**config.mk**
```make
export PLATFORM = sky130hd
export DESIGN_NAME = sfifo_reg_flag_flat
export DESIGN_NICKNAME = d
export VERILOG_FILES = /design/src/rtl/sfifo_reg_flag_if.sv /design/src/rtl/sfifo_reg_flag.sv /design/src/flat_wrapper.sv
export SDC_FILE = /design/constraint.sdc
export NUM_CORES = 1
export LEC_CHECK = 0
export CAP_MARGIN = 10
export CORE_MARGIN = 2
export CORE_UTILIZATION = 35
export CTS_CLUSTER_DIAMETER = 60
export CTS_CLUSTER_SIZE = 8
export DETAILED_ROUTE_END_ITERATION = 10
export PLACE_DENSITY = 0.58
export SYNTH_ARGS = -nofsm -noshare
export SYNTH_HDL_FRONTEND = slang
export SYNTH_SLANG_ARGS = --single-unit
```
**constraint.sdc**
```tcl
create_clock -name CLK -period 5.02 [get_ports CLK]
set_input_delay 0.753 -clock CLK [delete_from_list [all_inputs] [get_ports CLK]]
set_output_delay 0.753 -clock CLK [all_outputs]
set_load 0.1 [all_outputs]
```
**src/rtl/sfifo_reg_flag_if.sv**
```systemverilog
// Stream/status bundle of the register FIFO: producer/consumer side is master, FIFO is slave.
interface sfifo_reg_flag_if #(
  parameter int DW      = 32,
  parameter int LEN_LOG = 2
);
  logic               FLUSH;
  logic               enq;
  logic               deq;
  logic [DW-1:0]      din;
  logic [DW-1:0]      dot;
  logic               dvld;
  logic               full;
  logic               empty;
  logic               afull;
  logic               aempty;
  logic [LEN_LOG:0]   cnt;
  logic               ovf;
  logic               udf;

  modport master (
    output FLUSH, enq, deq, din,
    input  dot, dvld, full, empty, afull, aempty, cnt, ovf, udf
  );
  modport slave (
    input  FLUSH, enq, deq, din,
    output dot, dvld, full, empty, afull, aempty, cnt, ovf, udf
  );
endinterface

```
**src/rtl/sfifo_reg_flag.sv**
```systemverilog
// Single-clock register-array FIFO with occupancy, threshold flags, sticky errors,
// synchronous flush and selectable FWFT / registered read.
module sfifo_reg_flag #(
   parameter  int DW      = 32,
   parameter  int LEN_LOG = 2,
   localparam int LEN     = 1 << LEN_LOG,
   parameter  int FWFT    = 1,
   parameter  int AF_TH   = LEN - 1,
   parameter  int AE_TH   = 1
) (
   input  logic            CLK,
   input  logic            RST,
   sfifo_reg_flag_if.slave f
);
   localparam int PW = LEN_LOG + 1;

   logic [DW-1:0]      mem [LEN];
   logic [PW-1:0]      wptr, rptr, cnt_w;
   logic [LEN_LOG-1:0] widx, ridx;
   logic               full_w, empty_w, we, re;
   logic               ovf_q, udf_q;

   assign widx    = wptr[LEN_LOG-1:0];
   assign ridx    = rptr[LEN_LOG-1:0];
   assign cnt_w   = wptr - rptr;
   assign full_w  = (wptr[PW-1] != rptr[PW-1]) && (widx == ridx);
   assign empty_w = (wptr == rptr);
   // flush swallows both requests of its cycle
   assign we      = f.enq & ~full_w  & ~f.FLUSH;
   assign re      = f.deq & ~empty_w & ~f.FLUSH;

   assign f.cnt    = cnt_w;
   assign f.full   = full_w;
   assign f.empty  = empty_w;
   assign f.afull  = (cnt_w >= PW'(AF_TH));
   assign f.aempty = (cnt_w <= PW'(AE_TH));
   assign f.ovf    = ovf_q;
   assign f.udf    = udf_q;

   always_ff @(posedge CLK) begin
      if (we) mem[widx] <= f.din;
   end

   always_ff @(posedge CLK or posedge RST) begin
      if (RST) begin
         wptr  <= '0;
         rptr  <= '0;
         ovf_q <= 1'b0;
         udf_q <= 1'b0;
      end else if (f.FLUSH) begin
         wptr  <= '0;
         rptr  <= '0;
         ovf_q <= 1'b0;
         udf_q <= 1'b0;
      end else begin
         if (we) wptr <= wptr + PW'(1);
         if (re) rptr <= rptr + PW'(1);
         if (f.enq & full_w)  ovf_q <= 1'b1;
         if (f.deq & empty_w) udf_q <= 1'b1;
      end
   end

   generate
      if (FWFT != 0) begin : g_fwft
         assign f.dot  = mem[ridx];
         assign f.dvld = ~empty_w;
      end else begin : g_reg
         logic [DW-1:0] dot_q;
         logic          dvld_q;
         always_ff @(posedge CLK or posedge RST) begin
            if (RST) begin
               dot_q  <= '0;
               dvld_q <= 1'b0;
            end else if (f.FLUSH) begin
               dot_q  <= '0;
               dvld_q <= 1'b0;
            end else begin
               dvld_q <= re;
               if (re) dot_q <= mem[ridx];
            end
         end
         assign f.dot  = dot_q;
         assign f.dvld = dvld_q;
      end
   endgenerate
endmodule

```
**src/flat_wrapper.sv**
```systemverilog
// flat-port wrapper written by rule: the top's interface ports become plain ports
module sfifo_reg_flag_flat 
#(
   parameter  int DW      = 32,
   parameter  int LEN_LOG = 2,
   localparam int LEN     = 1 << LEN_LOG,
   parameter  int FWFT    = 1,
   parameter  int AF_TH   = LEN - 1,
   parameter  int AE_TH   = 1
)
  (CLK, RST, f_FLUSH, f_enq, f_deq, f_din, f_dot, f_dvld, f_full, f_empty, f_afull, f_aempty, f_cnt, f_ovf, f_udf);
  sfifo_reg_flag_if #(.DW(DW), .LEN_LOG(LEN_LOG)) f_i ();
  input  logic CLK;
  input  logic RST;
  input wire logic [$bits(f_i.FLUSH)-1:0] f_FLUSH;
  input wire logic [$bits(f_i.enq)-1:0] f_enq;
  input wire logic [$bits(f_i.deq)-1:0] f_deq;
  input wire logic [$bits(f_i.din)-1:0] f_din;
  output wire logic [$bits(f_i.dot)-1:0] f_dot;
  output wire logic [$bits(f_i.dvld)-1:0] f_dvld;
  output wire logic [$bits(f_i.full)-1:0] f_full;
  output wire logic [$bits(f_i.empty)-1:0] f_empty;
  output wire logic [$bits(f_i.afull)-1:0] f_afull;
  output wire logic [$bits(f_i.aempty)-1:0] f_aempty;
  output wire logic [$bits(f_i.cnt)-1:0] f_cnt;
  output wire logic [$bits(f_i.ovf)-1:0] f_ovf;
  output wire logic [$bits(f_i.udf)-1:0] f_udf;
  assign f_i.FLUSH = f_FLUSH;
  assign f_i.enq = f_enq;
  assign f_i.deq = f_deq;
  assign f_i.din = f_din;
  assign f_dot = f_i.dot;
  assign f_dvld = f_i.dvld;
  assign f_full = f_i.full;
  assign f_empty = f_i.empty;
  assign f_afull = f_i.afull;
  assign f_aempty = f_i.aempty;
  assign f_cnt = f_i.cnt;
  assign f_ovf = f_i.ovf;
  assign f_udf = f_i.udf;
  sfifo_reg_flag #(.DW(DW), .LEN_LOG(LEN_LOG), .FWFT(FWFT), .AF_TH(AF_TH), .AE_TH(AE_TH)) u_core (.CLK(CLK), .RST(RST), .f(f_i));
endmodule
```
* After elaboration in Yosys (flattened, before gate mapping)
Memories as Yosys holds them, arrays and structs flattened.
Cells that the tools add are included.
** Word-level totals
- Bits in registers :: 8
- RAM bits :: 128
- Logic and storage cells :: 37
- Memories kept :: 1
** Operators by class
- Add/sub/neg operators :: 3
- Magnitude comparators :: 2
- Equality and inequality tests :: 3
- Multiplexer cells :: 10
- Bitwise gates (word level) :: 9
- Reduce and logical (&&, ||, !) cells :: 5
** Memories
- u_core.mem :: depth 4, width 32, rd ports 1, clocked after memory_dff 0, wr ports 1, line sfifo_reg_flag.sv:17 : logic [DW-1:0] mem [LEN];
** Operators with widths (number)
- 3-bit two-way mux :: 4
- 2-bit nonzero test :: 4
- 3-bit by 1-bit adder with 3-bit output, second input constant :: 2
- 1-bit bitwise AND :: 6
- 1-bit two-way mux :: 6
- 3-bit equality test :: 1
- 3-bit by 2-bit greater-or-equal comparator with 1-bit output, second input constant :: 1
- 3-bit by 1-bit less-or-equal comparator with 1-bit output, second input constant :: 1
- 1-bit inverter :: 3
- 3-bit subtractor :: 1
- 2-bit equality test :: 1
- 1-bit logical AND :: 1
- 1-bit inequality test :: 1

* Longest topological paths before layout
Gate-level depths: netlist of run 1.
- Depth after elaboration :: 7
- Mapped depth :: 6
- Gate-level depth less buffers :: 6

* Worst setup path before layout of run 1
Ideal clock, no wire load.
- Path kind :: reg-to-reg
- Start :: register u_core.rptr[1]
- End :: memory u_core.mem[0][0], enable pin
- Library setup time :: 0.503 ns
- Arrival time :: 4.861 ns
- Path slack :: -0.344 ns
- Cell stages (with the launch flop) :: 7
- Path buffers :: 1
- Clock period less this slack :: 5.364 ns
- Path through :: dfrtp_1 clkbuf_1 inv_1 ha_1 nand2_1 nor2_1 nor4bb_1
** On the way
- Word-level cells in the longest chain between the ends :: 7
** RTL lines
- start: declaration :: line sfifo_reg_flag.sv:18 : logic [PW-1:0] wptr, rptr, cnt_w;
- start signal: assignment :: line sfifo_reg_flag.sv:57 : if (re) rptr <= rptr + PW'(1);
- 2-bit equality test :: line sfifo_reg_flag.sv:26 : assign full_w = (wptr[PW-1] != rptr[PW-1]) && (widx == ridx);
- 1-bit logical AND :: line sfifo_reg_flag.sv:26
- via f_full :: line flat_wrapper.sv:21 : output wire logic [$bits(f_i.full)-1:0] f_full;
- 1-bit inverter :: line sfifo_reg_flag.sv:29 : assign we = f.enq & ~full_w & ~f.FLUSH;
- 1-bit bitwise AND (2 in a row) :: line sfifo_reg_flag.sv:29
- 1-bit two-way mux :: line sfifo_reg_flag.sv:41 : if (we) mem[widx] <= f.din;
- 1-bit two-way mux (implied by the code) :: line sfifo_reg_flag.sv:41
- end: declaration :: line sfifo_reg_flag.sv:17
The timed path passes the listed nets, and every way through them passes these cells.

* Worst setup path in the final report of run 1
- Start :: register u_core.rptr[0]
- End :: output port f_dot[22]
** On the way
- Word-level cells in the longest chain between the ends :: 1
** RTL lines
- memory 4 x 32 bit
- end: declaration :: line flat_wrapper.sv:19 : output wire logic [$bits(f_i.dot)-1:0] f_dot;
No other way between the ends.

==> metrics.txt, run 1 <==
outcome=completed; Avg Cell Area, Syn=21.5 um^2; CTS tree=done; CTS root buf=clkbuf_16; Final TNS setup=0 ns; Die H=127 um; chip width=127 um; Rows=44; Final Setup Violations=0; Antenna Nets Post-Route=0; total number of vias=2666; Async SR Flop Fraction=5.88%; required time of the critical path=4.27 ns; Final Max Slew Viols=0; I/O Buffers=78; nets=384; DRT Wirelength=9960 um; via/cell ratio=4.97; worst skew pair latency=0.41 ns; antenna violations before repair=0; largest net degree at the start of global routing=25; worst-margin pin slew=1.02 ns; drt pass-1 iters=4; layout cells sized above 1=23.6%; dpl cells=504; FF+latch area=0.00405 mm^2; Synth Flop Type=edfxtp_1; Max Cap Violations=0; Reg2Reg Setup Slack=1.91 ns; final hold vios=0; # IOs=79; library cells used by synthesis=30; area occupied by multi-input gates=0.00118 mm^2; critical-path maximum fanout=24; wire per inst=18.6 um; # clock sinks=136; Fmax achieved=256 MHz; final-layout fill cell count=1279; Die Footprint=0.0161 mm^2; Post-synth EDFFs=128; hold depth=2; dpl hpwl=6330 um; GP Congestion=0.711; Post-Layout Cell Count=536; Finished Core Util=47.0%; gr usage total=13.4%; Worst R2R Path Depth=6; Area Overhead vs Synth=30.5%; GR Overflow Total=0; Seq/Total Area, Yosys=76.7%; Synth Instances=245; initial DRC count=189; core area=0.0146 mm^2; worst setup path class=reg2out; clock buffer depth=2; HP Class=reg2reg; Synth Cell Area=0.00527 mm^2; RSZ-0062 raised after global routing=no; global-route wire length before repair=15500 um; # diodes=0; hold buffer count at cts=0; endpoint class of the critical path=output pin; Slew headroom=32.1%; Clock transition at path regs=0.05 ns; post_cts resized=0; Remaining DRCs=0; reg2reg start=u_core.rptr[1]$_DFFE_PP0P_; warning count from the yosys run=0; Post-CTS Setup Inserts=0; vias in the first global route=2792; Clock Skew=0.00420 ns; fin crit share=77.8%; Tmin final=3.90 ns; HP Start=u_core.f.ovf$_DFFE_PP0P_; worst path arrival time=3.15 ns; Num CTS Buffers=17; post-synthesis net count=290; starting density of the core=36.0%; critical path startpoint category=register; H-tree levels=4; #FFs+latches synth=136; CP startpoint=u_core.rptr[0]$_DFFE_PP0P_
## cell type report
| cell class | count | share of cell area (%) |
|---|---|---|
| clock buffer | 23 | 6.95 |
| timing repair buffer | 86 | 12.2 |
| tap | 184 | 3.35 |
| multi-input combinational | 91 | 17.2 |
| sequential | 136 | 58.8 |
| clock inverter | 9 | 1.07 |
| inverter | 7 | 0.382 |
## kinds of logic (layout without fill, tap and decap cells)
kind of cell	Yosys count	after routing	synth area share, %
simple gates	36	36	3.80
xor+xnor	3	3	0.784
compound gates	12	12	1.45
buf+inv	18	125	1.52
fa+ha+maj	8	8	2.04
mux	32	32	13.7
flops	136	136	76.7
## Yosys cell counts, types with 4 or more instances
master | n | area [um^2]
a21oi_1 | 4 | 20.0
a31oi_1 | 5 | 31.3
buf_2 | 4 | 20.0
clkbuf_1 | 5 | 18.8
dfrtp_1 | 8 | 200
edfxtp_1 | 128 | 3840
ha_1 | 7 | 87.6
inv_1 | 7 | 26.3
mux4_2 | 32 | 721
nand2_1 | 6 | 22.5
nand3_1 | 6 | 30.0
nor2_1 | 8 | 30.0
## worst paths after layout
| path | endpoint |
|---|---|
| min in group asynchronous | u_core.wptr[1]$_DFFE_PP0P_ |
| worst max register to register | u_core.mem[0][13]$_DFFE_PP_ |
| worst max-delay path | f_dot[22] |
| worst min register to register | u_core.f.ovf$_DFFE_PP0P_ |
| worst min-delay path | u_core.f.ovf$_DFFE_PP0P_ |
| max in group asynchronous | u_core.rptr[0]$_DFFE_PP0P_ |
## per-layer routing
layer,vias up,track usage [%],wire [um]
met5,-,0,0
met4,0,5.82,138
met3,15,4.89,539
met2,75,20.9,4820
met1,1368,16.8,4470
li1,1208,-,-
## sequential cells by signal, indices dropped and copies added, names as in the netlist
name,flops
u_core.mem,128
u_core.rptr,3
u_core.wptr,3
u_core.f.ovf,1
u_core.f.udf,1
## through the flow
step	hold WS (ns)	instance area [um^2]	setup WS, ns
after detailed placement	0.499	6330	1.47
after global placement	0.497	6330	1.48
after global routing	0.550	6880	0.910
after floorplan	0.569	5280	0.453
after CTS	0.518	6880	1.01
final	0.510	6880	1.12
## worst max-delay path: stages, from the launching register on
cell	delay, ns
dfrtp_2	0.66
buf_4	0.50
mux4_2	0.56
clkdlybuf4s50_1	1.00
## layout by cell type (no fill, tap or decap), types with 2 or more instances in the layout
cell type	n
a21oi_1	4
a31oi_1	5
buf_4	12
clkbuf_1	3
clkbuf_16	17
clkbuf_8	3
clkdlybuf4s50_1	73
clkinv_2	7
dfrtp_1	6
dfrtp_2	2
edfxtp_1	128
ha_1	7
inv_1	7
mux4_2	32
nand2_1	6
nand3_1	6
nand4b_1	3
nor2_1	5
nor2_4	2
nor3b_1	3
or4_1	3
Power of run 1 is left out: the tool's default activity adds up to more than one toggle a clock period on the data nets, which glitch-free logic cannot reach.
==> run 2: changes to the inputs <==
Clock period 5.02 ns to 3.4 ns, I/O delays scaled along.
==> run 2 against run 1 <==
Utilization increased by 0.46 points. Critical path depth is 2 higher. Register-to-register slack got worse by 1.2 ns. Worst hold slack worse by 0.16 ns. Cell count decreased by 0.19%. Sequential share of layout area is 0.57 points lower. Routed wire length fell by 1.1%. Cell area is 0.98% higher. Die area is the same.
==> metrics.txt, run 2 (synthesis gave the netlist of run 1 again) <==
Num CTS Buffers=17 (unchanged); worst-margin pin slew=0.970 ns (-0.0452 ns); largest registers=u_core.mem: 128 flops, u_core.rptr: 3 flops, u_core.wptr: 3 flops; Max Cap Violations=0 (unchanged); CTS tree=done; largest net degree at the start of global routing=37 (+48%); CP cell instances=inv_1 -> ha_1 -> nand2_1 -> nor2_2 -> buf_12; Clock Skew=0.00943 ns (+0.00523 ns); endpoint class of the critical path=output pin; Finished Core Util=47.4% (+0.46 points); H-tree levels=4 (unchanged); Clock transition at path regs=0.05 ns (about the same); fin crit share=81.7%; # IOs=79 (unchanged); CTS root buf=clkbuf_16; antenna violations before repair=0 (unchanged); # diodes=0 (unchanged); final hold vios=0 (unchanged); nets=384 (unchanged); commonest non-fill, non-tap cell in the layout=edfxtp_1; DRT Wirelength=9860 um (-1.1%); Area Overhead vs Synth=31.8%; gr usage total=13.0% (-0.34 points); slowest CP cell=nor2_2; Die H=127 um (unchanged); via/cell ratio=4.99 (+0.37%); chip width=127 um (unchanged); Final Max Slew Viols=0 (unchanged); post_cts resized=0 (unchanged); Fmax achieved=360 MHz; critical-path maximum fanout=9 (-63%); final-layout fill cell count=1247 (-2.5%); # clock sinks=136 (unchanged); Antenna Nets Post-Route=0 (unchanged); Final Setup Violations=0 (unchanged); wire per inst=18.4 um (-0.88%); Final TNS setup=0 ns (unchanged); vias in the first global route=2787 (-0.18%); global-route wire length before repair=15200 um (-2.2%); Slew headroom=35.1% (+3.0 points); clock buffer depth=2 (unchanged); starting density of the core=36.0% (unchanged); dpl hpwl=6050 um (-4.4%); Largest delay share family, worst path=simple AND/OR/NAND/NOR gates; hold buffer count at cts=0 (unchanged); worst setup path class=reg2out; WP buf/inv=2 (unchanged); Die Footprint=0.0161 mm^2 (unchanged); Rows=44 (unchanged); Post-CTS Setup Inserts=0 (unchanged); Reg with most FFs=u_core.mem; Remaining DRCs=0 (unchanged); GP Congestion=0.754 (+6.1%); required time of the critical path=2.89 ns (-1.38 ns); Tmin final=2.78 ns; core area=0.0146 mm^2 (unchanged); drt pass-1 iters=4 (unchanged); Worst R2R Path Depth=6 (unchanged); HP Class=in2async; GR Overflow Total=0 (unchanged); r2r endpoint=u_core.mem[3][18]$_DFFE_PP_; critical path startpoint category=register; I/O Buffers=78 (unchanged); CP peak stage delay=0.52 ns (-0.48 ns); most frequent cells in the layout=edfxtp_1, buf_4, clkdlybuf4s50_1, mux4_2, clkbuf_16; initial DRC count=202 (+6.9%); worst skew pair latency=0.41 ns (about the same); reg2reg start=u_core.wptr[0]$_DFFE_PP0P_; Reg2Reg Setup Slack=0.68 ns (-1.23 ns); worst path arrival time=2.27 ns (-0.88 ns); Largest register FFs=128 (unchanged); RSZ-0062 raised after global routing=no; total number of vias=2671 (+0.19%); layout cells sized above 1=33.0% (+9.5 points); outcome=completed
[run 2: layer usage]
| metal | vias up | GRT usage (%) | part of all wire, % |
|---|---|---|---|
| li1 | 1210 | - | - |
| met1 | 1380 | 15.7 | 42 |
| met2 | 67 | 21.5 | 52 |
| met3 | 14 | 5.15 | 5.0 |
| met4 | 0 | 4.46 | 1.0 |
| met5 | - | 0 | 0 |
[run 2: final cells by class]
cell class,count,area [um^2],share of cell area (%)
clock buffer,19,433,6.23
clock inverter,12,158,2.27
inverter,7,26.3,0.378
multi-input combinational,91,1200,17.3
sequential,136,4050,58.2
tap,184,230,3.31
timing repair buffer,86,853,12.3
[run 2: how the worst max path moves through the flow]
stage	from	to	slack, ns	depth (start not counted)
3_3_place_gp	u_core.wptr[0]$_DFFE_PP0P_	u_core.mem[3][18]$_DFFE_PP_	0.69	6
2_1_floorplan	u_core.rptr[1]$_DFFE_PP0P_	f_afull	0.07	5
3_5_place_dp	u_core.wptr[0]$_DFFE_PP0P_	u_core.mem[3][18]$_DFFE_PP_	0.64	6
5_1_grt	u_core.wptr[0]$_DFFE_PP0P_	u_core.mem[3][14]$_DFFE_PP_	0.45	6
4_1_cts	u_core.rptr[0]$_DFFE_PP0P_	f_dot[29]	0.55	3
6_report	u_core.wptr[0]$_DFFE_PP0P_	f_full	0.62	5
[run 2: stage by stage]
step | hold WS (ns) | instance area (um^2) | setup WS, ns | std cells
4_1_cts | 0.349 | 6950 | 0.554 | 535
3_3_place_gp | 0.498 | 6360 | 0.694 | 504
3_5_place_dp | 0.494 | 6360 | 0.644 | 504
2_1_floorplan | 0.326 | 5300 | 0.0718 | 245
6_report | 0.353 | 6950 | 0.623 | 535
5_1_grt | 0.381 | 6950 | 0.448 | 535
Power of run 2 is left out for the same reason.
